## src/rtl/vga_timing.sv

```systemverilog
// vga_timing: 1280x1024@60 raster generator with Life-engine step pacing.
// Optional feature macro: VGA_STEP_HANDSHAKE_EN
//   defined   -> step_req/step_ack FSM, frame_cnt and overrun detection
//   undefined -> step_req = run & frame_start, step_overrun = 0
module vga_timing #(
  parameter int unsigned H_ACTIVE    = 1280,
  parameter int unsigned H_FP        = 48,
  parameter int unsigned H_SYNC      = 112,
  parameter int unsigned H_BP        = 248,
  parameter int unsigned V_ACTIVE    = 1024,
  parameter int unsigned V_FP        = 1,
  parameter int unsigned V_SYNC      = 3,
  parameter int unsigned V_BP        = 38,
  parameter logic        SYNC_POL    = 1'b1,
  parameter int unsigned STEP_FRAMES = 30
) (
  input  logic        clk,
  input  logic        rst_n,
  input  logic        run,
  input  logic        step_ack,
  output logic [10:0] x,
  output logic [10:0] y,
  output logic        hsync,
  output logic        vsync,
  output logic        video_on,
  output logic        frame_start,
  output logic        step_req,
  output logic        step_overrun
);

  localparam int unsigned H_TOTAL = H_ACTIVE + H_FP + H_SYNC + H_BP;
  localparam int unsigned V_TOTAL = V_ACTIVE + V_FP + V_SYNC + V_BP;

  localparam logic [10:0] H_LAST   = 11'(H_TOTAL - 1);
  localparam logic [10:0] V_LAST   = 11'(V_TOTAL - 1);
  localparam logic [10:0] H_ACT    = 11'(H_ACTIVE);
  localparam logic [10:0] V_ACT    = 11'(V_ACTIVE);
  localparam logic [10:0] HS_START = 11'(H_ACTIVE + H_FP);
  localparam logic [10:0] HS_END   = 11'(H_ACTIVE + H_FP + H_SYNC);
  localparam logic [10:0] VS_START = 11'(V_ACTIVE + V_FP);
  localparam logic [10:0] VS_END   = 11'(V_ACTIVE + V_FP + V_SYNC);

  logic [10:0] x_q, x_d;
  logic [10:0] y_q, y_d;
  logic        hsync_q, hsync_d;
  logic        vsync_q, vsync_d;
  logic        video_q, video_d;
  logic        frame_start_q, frame_start_d;
  logic        x_wrap, y_wrap, wrap_d;

  // Next counter position and the raster outputs that describe it
  always_comb begin
    x_wrap = (x_q == H_LAST);
    y_wrap = (y_q == V_LAST);
    x_d    = x_wrap ? 11'd0 : x_q + 11'd1;
    y_d    = y_q;
    if (x_wrap) begin
      y_d = y_wrap ? 11'd0 : y_q + 11'd1;
    end
    wrap_d        = x_wrap & y_wrap;
    hsync_d       = ((x_d >= HS_START) && (x_d < HS_END)) ? SYNC_POL : ~SYNC_POL;
    vsync_d       = ((y_d >= VS_START) && (y_d < VS_END)) ? SYNC_POL : ~SYNC_POL;
    video_d       = (x_d < H_ACT) && (y_d < V_ACT);
    frame_start_d = wrap_d;
  end

  // Raster registers
  always_ff @(posedge clk) begin
    if (!rst_n) begin
      x_q           <= 11'd0;
      y_q           <= 11'd0;
      hsync_q       <= ~SYNC_POL;
      vsync_q       <= ~SYNC_POL;
      video_q       <= 1'b1;
      frame_start_q <= 1'b0;
    end else begin
      x_q           <= x_d;
      y_q           <= y_d;
      hsync_q       <= hsync_d;
      vsync_q       <= vsync_d;
      video_q       <= video_d;
      frame_start_q <= frame_start_d;
    end
  end

  assign x           = x_q;
  assign y           = y_q;
  assign hsync       = hsync_q;
  assign vsync       = vsync_q;
  assign video_on    = video_q;
  assign frame_start = frame_start_q;

`ifdef VGA_STEP_HANDSHAKE_EN

  typedef enum logic {IDLE = 1'b0, REQ = 1'b1} state_t;

  localparam logic [7:0] SF_LAST = 8'(STEP_FRAMES - 1);

  state_t     state_q, state_d;
  logic [7:0] frame_cnt_q, frame_cnt_d;
  logic       overrun_q, overrun_d;
  logic       vblank_start_d;

  // Step FSM: request at vblank start every STEP_FRAMES frames; ack beats the wrap
  always_comb begin
    state_d        = state_q;
    frame_cnt_d    = frame_cnt_q;
    overrun_d      = 1'b0;
    vblank_start_d = (x_d == 11'd0) && (y_d == V_ACT);
    if (wrap_d) begin
      frame_cnt_d = (frame_cnt_q == SF_LAST) ? 8'd0 : frame_cnt_q + 8'd1;
    end
    case (state_q)
      IDLE: begin
        if (vblank_start_d && run && (frame_cnt_q == SF_LAST)) begin
          state_d = REQ;
        end
      end
      REQ: begin
        if (step_ack) begin
          state_d = IDLE;
        end else if (wrap_d) begin
          state_d   = IDLE;
          overrun_d = 1'b1;
        end
      end
      default: state_d = IDLE;
    endcase
  end

  // Step FSM state, frame counter and overrun pulse
  always_ff @(posedge clk) begin
    if (!rst_n) begin
      state_q     <= IDLE;
      frame_cnt_q <= 8'd0;
      overrun_q   <= 1'b0;
    end else begin
      state_q     <= state_d;
      frame_cnt_q <= frame_cnt_d;
      overrun_q   <= overrun_d;
    end
  end

  assign step_req     = (state_q == REQ);
  assign step_overrun = overrun_q;

`else

  // Without the handshake the engine steps on every frame while running
  logic unused_step;
  assign unused_step  = ^{step_ack, 8'(STEP_FRAMES)};
  assign step_req     = run & frame_start_q;
  assign step_overrun = 1'b0;

`endif

endmodule

```

## config.mk

```make
export PLATFORM = sky130hd
export DESIGN_NAME = vga_timing
export DESIGN_NICKNAME = d
export VERILOG_FILES = /design/src/rtl/vga_timing.sv
export SDC_FILE = /design/constraint.sdc
export NUM_CORES = 1
export LEC_CHECK = 0
export ABC_AREA = 1
export CAP_MARGIN = 30
export CORE_UTILIZATION = 43
export CTS_BUF_LIST = sky130_fd_sc_hd__clkbuf_8
export CTS_CLUSTER_DIAMETER = 80
export DETAILED_ROUTE_END_ITERATION = 8
export HOLD_SLACK_MARGIN = 0.02
export PLACE_DENSITY = 0.71
export SLEW_MARGIN = 10
export SYNTH_ARGS = -nofsm -noshare
export SYNTH_HDL_FRONTEND = slang
export SYNTH_SLANG_ARGS = --single-unit
```

## constraint.sdc

```tcl
create_clock -name clk -period 1.4 [get_ports clk]
set_input_delay 0.21 -clock clk [delete_from_list [all_inputs] [get_ports clk]]
set_output_delay 0.21 -clock clk [all_outputs]
set_load 0.03 [all_outputs]
```

==> metrics.md, run 1 <==
| Metric | Value |
|---|---|
| Row count | 21 |
| Failing checks | setup timing |
| Combinational power share | 0.071 |
| Clock Sinks | 26 |
| Post-synth EDFFs | 0 |
| Root Buffer | clkbuf_8 |
| Layout Skew | 0.009947 ns |
| CP Buf/Inv Count | 1 |
| Top cell type's share of synthesized area | 0.3286 |
| Synth area leader | dfxtp_1 |
| Net Sw Frac | 0.2362 |
| Maximum clock path buffer count | 2 |
| Sw power | 0.2987 mW |
| Hold Crit Start | x[0] |
| CP most frequent cell | nand2_2 |
| Slowest stage delay, CP | 0.36 ns |
| DP Wirelength | 3367 um |
| Top cells by count, synth | nand2_1, nor2_1, inv_1, dfxtp_1, nand3_1 |
| Setup CP Type | register to register |
| First-pass GRT wire length | between 7000 and 8000 um |
| Crit-path leading delay family | simple AND/OR/NAND/NOR gates |
| R2r startpoint | x[1] |
| Int Power | 0.9660 mW |
| Initial Utilization | 0.4602 |
| Synthesized area per cell | 6.140 um^2 |
| Die area | 3931 um^2 |
| CP Launch Type | register |
| Sequential power share | 0.584 |
| Core Box Area | 3442 um^2 |
| GRT overflow | 0 |
| Initial DRC count | 119 |
| Largest net degree at the start of global routing | 15 |
| Gr usage total | 0.2466 |
| Crit-path slowest cell | dfxtp_4 |
| Finished Layout Cells | roughly 400 |
| Worst Slack Setup Final | -0.1218 ns |
| Drt pass-1 iters | 4 |
| Largest cells by area after synthesis | dfxtp_1, nand2_1, nor2_1 |
| Data required, critical path | around 1.6 ns |
| Wire per inst | approximately 13 um |
| Clk Latency, worst-skew pair | between 0.2 and 0.3 ns |
| FMAX | between 600 and 700 MHz |
| Reg clk slew, reported paths | 0.09 ns |
| Residual DRC | 0 |
| Post-synthesis to final-layout area growth | 70.93% |
| Kind of end point of the critical path | register |
| Post-DRT Antenna Nets | 0 |
| Hold_buf cts | 0 |
| CTS tree | yes |
| Cts bufs inserted | 3 |
| Fin crit share | 1.087 |
| #FFs+latches synth | 26 |
| N_diodes | 0 |
| Cells along the critical path | ha_4 > nand2_2 > inv_4 > nand2_2 > o21ai_2 > nand2_2 > nand2_2 > nand3_1 > o21ai_2 > nand2_1 > nor2_1 |
| Post-Syn Area | 1584 um^2 |
| Post-synth ARST share | 0 |
| Final hold viol count | 0 |
| Slew Limit Fails | 0 |
| CP Capture Point | hsync |
| Share of cells above drive strength 1 | 0.4602 |
| RR Endpoint | hsync |
| Hold Path Class | register to register |
| DR vias | 2030 |
| Input/output buffers | 29 |
| Levels on crit path | 11 |
| Die Wd | 62.70 um |
| Htree depth | 1 |
| # IOs | 32 |
| Worst-path fanout max | 5 |
| Die height | 62.70 um |
| Max VDD drop | 0.4151 mV |
| Setup-failing EPs final | 7 |
| Vias per inst | 5.101 |
| Initial antenna violation count | 0 |
| Placer Congestion | 0.9226 |
| Final Routed Wirelength | 5357 um |
| Vias in the first global route | 1816 |
| Most common cell in the netlist | nand2_1 |
| Post-route minimum period | 1.522 ns |
| RSZ-0062 raised after global routing | true |
| Power Density | around 470 nW/um^2 |
| Synthesized Nets | 265 |
| Placed Cells incl. Taps | 383 |
| Post-synthesis instance total | between 200 and 300 |
| Worst Setup SP | x[1] |
| Status | finished with violations |
| Synth cell types | 26 |
| Clock Power Share | 0.345 |
| Synth Warn # | 0 |
| Sequential cell area fraction in the yosys report | 0.3286 |
| Nets | 360 |
| Reg-to-reg slack, setup | -0.12 ns |
| Top FF cell, synth | dfxtp_1 |
| Final TNS setup | -0.3486 ns |
| WP data arrival | 1.74 ns |
| Pleak | between 1 and 1.5 nW |
| Reg2reg path depth | 11 |
| Max-cap violations | 0 |
stage by stage:
stage                     power [mW]  worst slack (ns)  instance area, um^2  utilization  hold slack [ns]
after floorplan               0.8094         -0.002560                 1675            -           0.2900
after global placement        0.8504           -0.1320                 2396       0.6961           0.5397
after detailed placement      0.8511           -0.1636                 2396       0.6961           0.5433
after CTS                      1.271           -0.1179                 2505       0.7277           0.5554
after global routing           1.319           -0.2241                 2708       0.7866           0.5927
final                          1.265           -0.1218                 2708       0.7866           0.5562
worst min-delay path: cells and delay by family (launching register included):
family	cells	cell delay, ns
flops	1	0.36
buf+inv	1	0.13
simple gates	1	0.04
power by group through the flow:
stage	Combinational [mW]	Clock [mW]	Sequential, mW
floorplan	0.0281	0	0.781
global placement	0.0868	0	0.764
detailed placement	0.0871	0	0.764
CTS	0.0839	0.440	0.746
global route	0.0974	0.481	0.740
finish	0.0903	0.436	0.739
sequential cells by signal, summed over array words and instances (netlist names):
| signal | flops |
|---|---|
| video_on | 1 |
| y | 11 |
| vsync | 1 |
| hsync | 1 |
| x | 11 |
| frame_start | 1 |
logic make-up after synthesis:
group	after synthesis	synth area share
AND/OR/NAND/NOR	165	0.4621
buffers and inverters	45	0.1145
flip-flops	26	0.3286
AO/OA/AOI/OAI	13	0.04107
XOR/XNOR	5	0.02764
adder cells (fa/ha/maj)	3	0.02370
other	1	0.002367
worst min path at each step:
| stage | endpoint | slack [ns] | cells after the start |
|---|---|---|---|
| 3_3_place_gp | x[0] | 0.54 | 2 |
| 6_report | x[0] | 0.56 | 2 |
| 2_1_floorplan | video_on | 0.29 | 1 |
| 3_5_place_dp | x[0] | 0.54 | 2 |
| 4_1_cts | x[0] | 0.56 | 2 |
| 5_1_grt | x[0] | 0.59 | 2 |
layer usage:
metal	track usage	vias up	share of wire
li1	-	988	-
met1	0.3086	948	0.43
met2	0.4253	80	0.50
met3	0.05474	14	0.049
met4	0.06105	0	0.022
met5	0	-	0
area by class of cell:
cell class              instances  area (um^2)
repair buffers                 94        777.0
clock buffers                   3        41.29
clock inverters                 1        3.754
multi-input cells             187         1099
inverters                      41        161.4
well taps                      46        57.56
flip-flops and latches         26        568.0
fillers                       252        734.5
cells in the final DEF (no fill, tap or decap), drive strengths merged:
cell type       n
dfxtp          26
nand4          10
nand3          23
clkbuf          3
o21ai          11
clkinv          1
inv            41
a21oi           2
clkdlybuf4s15   3
nor3            4
ha              3
nand3b          1
nor2           60
nor4            1
conb            1
nand2          66
xor2            5
buf            67
dlygate4sd2    22
clkdlybuf4s50   2
timing repair:
item | 4_1_cts | 5_1_grt
pin swaps | 19 | 19
gates resized for setup | 46 | 60
endpoints found under the setup margin | 39 | 26
setup buffers | 5 | 7
No activity file was read; power rests on OpenSTA's default activity.
==> run 2, diff against run 1 <==
- REMOVE_ABC_BUFFERS: not set -> 1
==> run 2 against run 1 <==
The run still ends with setup timing left; global-route usage increased by 3.0 points; critical path type unchanged; sequential share of layout area fell by 2.4 points; via count is 9.8% higher; routed wire length grew 28%; combinational power is 42% higher; die area did not move.
==> metrics.md, run 2 (same netlist as run 1, synthesis figures left out) <==
| Metric | Value |
|---|---|
| CP Buf/Inv Count | 3 (+2) |
| Max-cap violations | 0 (unchanged) |
| Post-synthesis to final-layout area growth | 83.89% |
| Power Density | 453.2 nW/um^2 (-3.0%) |
| Slowest stage delay, CP | 0.36 ns (about the same) |
| Final Routed Wirelength | 6879 um (+28%) |
| Worst Slack Setup Final | -0.3490 ns (-0.2272 ns) |
| Nets | 370 (+2.8%) |
| Share of cells above drive strength 1 | 0.4848 (+0.02454) |
| Cells along the critical path | buf_6 > ha_4 > inv_4 > nor2_4 > nand3_4 > buf_6 > nand2_4 > nand2_2 > nor2_1 > nand4_1 > nor2_1 |
| Post-route minimum period | 1.749 ns (+0.2272 ns) |
| Commonest non-fill, non-tap cells in the layout | buf_4, nand2_1, nor2_1 |
| Hold_buf cts | 0 (unchanged) |
| Cts bufs inserted | 3 (unchanged) |
| Clock Sinks | 26 (unchanged) |
| Post-layout util | 0.8462 (+0.05962) |
| Slew Limit Fails | 0 (unchanged) |
| Largest net degree at the start of global routing | 14 (-1) |
| Core Box Area | 3442 um^2 (unchanged) |
| Initial DRC count | 285 (+140%) |
| DR vias | 2229 (+9.8%) |
| Fin crit share | 1.249 (+0.1623) |
| Worst Setup SP | x[1] |
| DP Wirelength | 3465 um (+2.9%) |
| Wire per inst | 16.90 um (+26%) |
| Initial antenna violation count | 0 (unchanged) |
| Fill count | 198 (-21%) |
| Kind of end point of the critical path | register |
| FMAX | 571.8 MHz (-13%) |
| Tot Pwr | 1.320 mW (+4.4%) |
| Input/output buffers | 29 (unchanged) |
| WP data arrival | 1.96 ns (+0.22 ns) |
| Layout Skew | 0.007620 ns (-0.002327 ns) |
| Initial Utilization | 0.4602 (unchanged) |
| Most common cell after layout, fill and taps aside | buf_4 |
| Final hold viol count | 0 (unchanged) |
| Placer Congestion | 0.9675 (+4.9%) |
| Status | finished with violations |
| Root Buffer | clkbuf_8 |
| Die area | 3931 um^2 (unchanged) |
| RSZ-0062 raised after global routing | true |
| Reg clk slew, reported paths | 0.10 ns (about the same) |
| Data required, critical path | 1.61 ns (about the same) |
| Setup CP Type | register to register |
| Htree depth | 1 (unchanged) |
| Crit-path leading delay family | simple AND/OR/NAND/NOR gates |
| Max VDD drop | 0.4778 mV (+15%) |
| Maximum clock path buffer count | 2 (unchanged) |
| Residual DRC | 0 (unchanged) |
| Pleak | 1.386 nW (+7.2%) |
| Row count | 21 (unchanged) |
| RR Endpoint | vsync |
| Gr usage total | 0.2763 (+0.02965) |
| Reg2reg path depth | 11 (unchanged) |
| CP Launch Type | register |
| Vias per inst | 5.477 (+7.4%) |
| Drt pass-1 iters | 5 (+1) |
| # IOs | 32 (unchanged) |
| Setup-failing EPs final | 20 (+13) |
| First-pass GRT wire length | 8438 um (+8.4%) |
| CP Capture Point | vsync |
| Vias in the first global route | 1892 (+4.2%) |
| Levels on crit path | 11 (unchanged) |
| Die height | 62.70 um (unchanged) |
| N_diodes | 0 (unchanged) |
| Crit-path slowest cell | dfxtp_2 |
| Hold Path Class | register to register |
| R2r startpoint | x[1] |
| Failing checks | setup timing |
| Reg-to-reg slack, setup | -0.35 ns (-0.23 ns) |
| GRT overflow | 0 (unchanged) |
| Clk Latency, worst-skew pair | 0.28 ns (about the same) |
| Die Wd | 62.70 um (unchanged) |
| Worst-path fanout max | 5 (unchanged) |
| Post-DRT Antenna Nets | 0 (unchanged) |
| CTS tree | yes |
==> run 2: worst min path at each step <==
stage / to / slack, ns / cells after the start / start
after floorplan: video_on / 0.29 / 1 / rst_n
after global placement: x[0] / 0.54 / 2 / x[0]
after detailed placement: x[0] / 0.54 / 2 / x[0]
after CTS: x[0] / 0.55 / 2 / x[0]
after global routing: x[0] / 0.57 / 2 / x[0]
final: x[0] / 0.56 / 2 / x[0]
==> run 2: where the power goes <==
| group | total [mW] | leakage [nW] | internal (mW) | switching, mW |
|---|---|---|---|---|
| clock | 0.441 | 0.0216 | 0.194 | 0.247 |
| sequential | 0.751 | 0.216 | 0.744 | 0.00785 |
| combinational | 0.128 | 1.15 | 0.0565 | 0.0716 |
==> run 2: tightest hold or removal path: stages, from the launching register on <==
cell and delay (ns):
dfxtp_2 0.38, buf_6 0.12, nor2_1 0.04
==> run 2: routing by layer <==
layer | global-route usage | vias up | wire (um)
met5 | 0 | - | 0
met4 | 0.1570 | 0 | 461
met3 | 0.03285 | 43 | 530
met2 | 0.5082 | 154 | 3342
met1 | 0.3029 | 1020 | 2545
li1 | - | 1012 | -
==> run 2: repair_timing <==
item	CTS	global route
setup buffers	7	6
cloned	1	0
resized for setup	88	67
endpoints found under the hold margin	0	0
pin swaps	21	34
endpoints found under the setup margin	37	28
==> run 2: final cells by class <==
cell class | instances | area [um^2] | share of cell area
repair buffers | 103 | 859.6 | 0.2951
flip-flops and latches | 26 | 540.5 | 0.1856
well taps | 46 | 57.56 | 0.01976
clock buffers | 3 | 41.29 | 0.01418
multi-input cells | 188 | 1241 | 0.4261
inverters | 41 | 172.7 | 0.05928
==> run 2: through the flow <==
step | std cells | hold slack [ns] | setup WS (ns) | setup TNS (ns) | area, um^2
6_report | 407 | 0.5632 | -0.3490 | -2.674 | 2913
3_5_place_dp | 393 | 0.5426 | -0.2342 | -1.302 | 2375
5_1_grt | 407 | 0.5702 | -0.4511 | -4.122 | 2913
4_1_cts | 404 | 0.5484 | -0.1370 | -0.3641 | 2669
2_1_floorplan | 254 | 0.2900 | -0.3649 | -3.593 | 1556
3_3_place_gp | 393 | 0.5363 | -0.1896 | -0.9168 | 2375
==> run 3, diff against run 2 <==
- SKIP_CTS_REPAIR_TIMING: not set -> 1
==> run 3 against run 2 <==
Design area fell by 0.77%; register-to-register slack improved by 0.06 ns; total power decreased by 3.3%; the run still ends with setup timing left.
==> metrics.md, run 3 (same netlist as run 1, synthesis figures left out) <==
| Metric | Value |
|---|---|
| Slowest stage delay, CP | 0.36 ns (about the same) |
| Die Wd | 62.70 um (unchanged) |
| Vias per inst | 5.394 (-1.5%) |
| Maximum clock path buffer count | 2 (unchanged) |
| Footprint of the multi-input gates | 1172 um^2 (-5.5%) |
| Hold Path Class | register to register |
| CP Buf/Inv Count | 2 (-1) |
| # IOs | 32 (unchanged) |
| Kind of end point of the critical path | register |
| N_diodes | 0 (unchanged) |
| Worst Slack Setup Final | -0.2875 ns (+0.06146 ns) |
| Setup Slack @ Placement | -0.2342 ns (unchanged) |
| Nets | 367 (-0.81%) |
| Initial Utilization | 0.4602 (unchanged) |
| DP Wirelength | 3465 um (unchanged) |
| Layout Skew | 0.002152 ns (-0.005468 ns) |
| Setup CP Type | register to register |
| Die area | 3931 um^2 (unchanged) |
| Reg area | 548.0 um^2 (+1.4%) |
| Crit-path leading delay family | simple AND/OR/NAND/NOR gates |
| CP Launch Type | register |
| Commonest non-fill, non-tap cells in the layout | buf_4, nand2_1, nor2_1 |
| Most common cell after layout, fill and taps aside | buf_4 |
| Worst-path fanout max | 5 (unchanged) |
| Status | finished with violations |
| Initial antenna violation count | 0 (unchanged) |
| Max-cap violations | 0 (unchanged) |
| CTS tree | yes |
| Crit-path slowest cell | dfxtp_2 |
| Core Box Area | 3442 um^2 (unchanged) |
| Fin crit share | 1.205 (-0.04390) |
| Input/output buffers | 29 (unchanged) |
| Drt pass-1 iters | 5 (unchanged) |
| Clk Latency, worst-skew pair | 0.27 ns (about the same) |
| Setup-failing EPs final | 16 (-20%) |
| Row count | 21 (unchanged) |
| WP data arrival | 1.90 ns (-0.06 ns) |
| Initial DRC count | 260 (-8.8%) |
| Wire per inst | 15.02 um (-11%) |
| Worst Setup SP | x[0] |
| Final hold viol count | 0 (unchanged) |
| Hold Crit Start | x[0] |
| First-pass GRT wire length | 7155 um (-15%) |
| Share of cells above drive strength 1 | 0.4804 (-0.004318) |
| Final Routed Wirelength | 6069 um (-12%) |
| Final TNS setup | -1.319 ns (+1.355 ns) |
| GRT overflow | 0 (unchanged) |
| Htree depth | 1 (unchanged) |
| RSZ-0062 raised after global routing | true |
| Reg clk slew, reported paths | 0.09 ns (about the same) |
| Max VDD drop | 0.3690 mV (-23%) |
| Cells along the critical path | ha_4 > inv_2 > nor2_4 > nand3_4 > buf_4 > a21oi_1 > nand4_1 > nor2_1 |
| Fill count | 193 (-2.5%) |
| Post-synthesis to final-layout area growth | 82.46% |
| Data required, critical path | 1.61 ns (about the same) |
| FMAX | 592.6 MHz (+3.6%) |
| DR vias | 2179 (-2.2%) |
| Clock Sinks | 26 (unchanged) |
| Die height | 62.70 um (unchanged) |
| Largest net degree at the start of global routing | 14 (unchanged) |
| Residual DRC | 0 (unchanged) |
| Post-DRT Antenna Nets | 0 (unchanged) |
| Pleak | 1.686 nW (+22%) |
| Gr usage total | 0.2289 (-0.04741) |
| Vias in the first global route | 1724 (-8.9%) |
| Root Buffer | clkbuf_8 |
| Cts bufs inserted | 3 (unchanged) |
| Failing checks | setup timing |
| Placer Congestion | 0.9675 (unchanged) |
| Post-route minimum period | 1.688 ns (-0.06146 ns) |
| R2r startpoint | x[0] |
| Tot Pwr | 1.276 mW (-3.3%) |
| Power Density | 441.6 nW/um^2 (-2.6%) |
| Post-layout util | 0.8397 (-0.006543) |
| Slew Limit Fails | 0 (unchanged) |
## run 3: final cells by class
cell class | count | share of cell area
clock buffers | 3 | 0.01429
inverters | 41 | 0.05758
multi-input cells | 188 | 0.4056
flip-flops and latches | 26 | 0.1896
well taps | 46 | 0.01991
repair buffers | 100 | 0.3130
## run 3: tightest hold or removal path, stage by stage, from the launching register on
cell     delay, ns
dfxtp_2       0.36
buf_4         0.13
nor2_1        0.04
## run 3: path summary, 6_finish.rpt
path                              end  slack [ns]  cells past startpoint
worst max-delay path            vsync       -0.29                      8
worst min-delay path             x[0]        0.57                      2
worst max register to register  vsync       -0.29                      8
worst min register to register   x[0]        0.57                      2
## run 3: routing by layer
| metal | GRT usage | wire length [um] | up-vias | part of all wire |
|---|---|---|---|---|
| li1 | - | - | 1008 | - |
| met4 | 0.1221 | 383 | 0 | 0.063 |
| met2 | 0.4185 | 3001 | 151 | 0.49 |
| met3 | 0.03285 | 407 | 47 | 0.067 |
| met5 | 0 | 0 | - | 0 |
| met1 | 0.2525 | 2277 | 973 | 0.38 |
## run 3: where the power goes
part | leakage, nW | internal [mW] | switching (mW)
sequential | 0.219 | 0.743 | 0.00676
clock | 0.0216 | 0.193 | 0.229
combinational | 1.45 | 0.0461 | 0.0579
## run 3: stage by stage
step	hold slack [ns]	instances	area [um^2]
floorplan	0.2900	254	1556
global placement	0.5363	393	2375
detailed placement	0.5426	393	2375
CTS	0.5562	396	2416
global route	0.5730	404	2890
finish	0.5665	404	2890
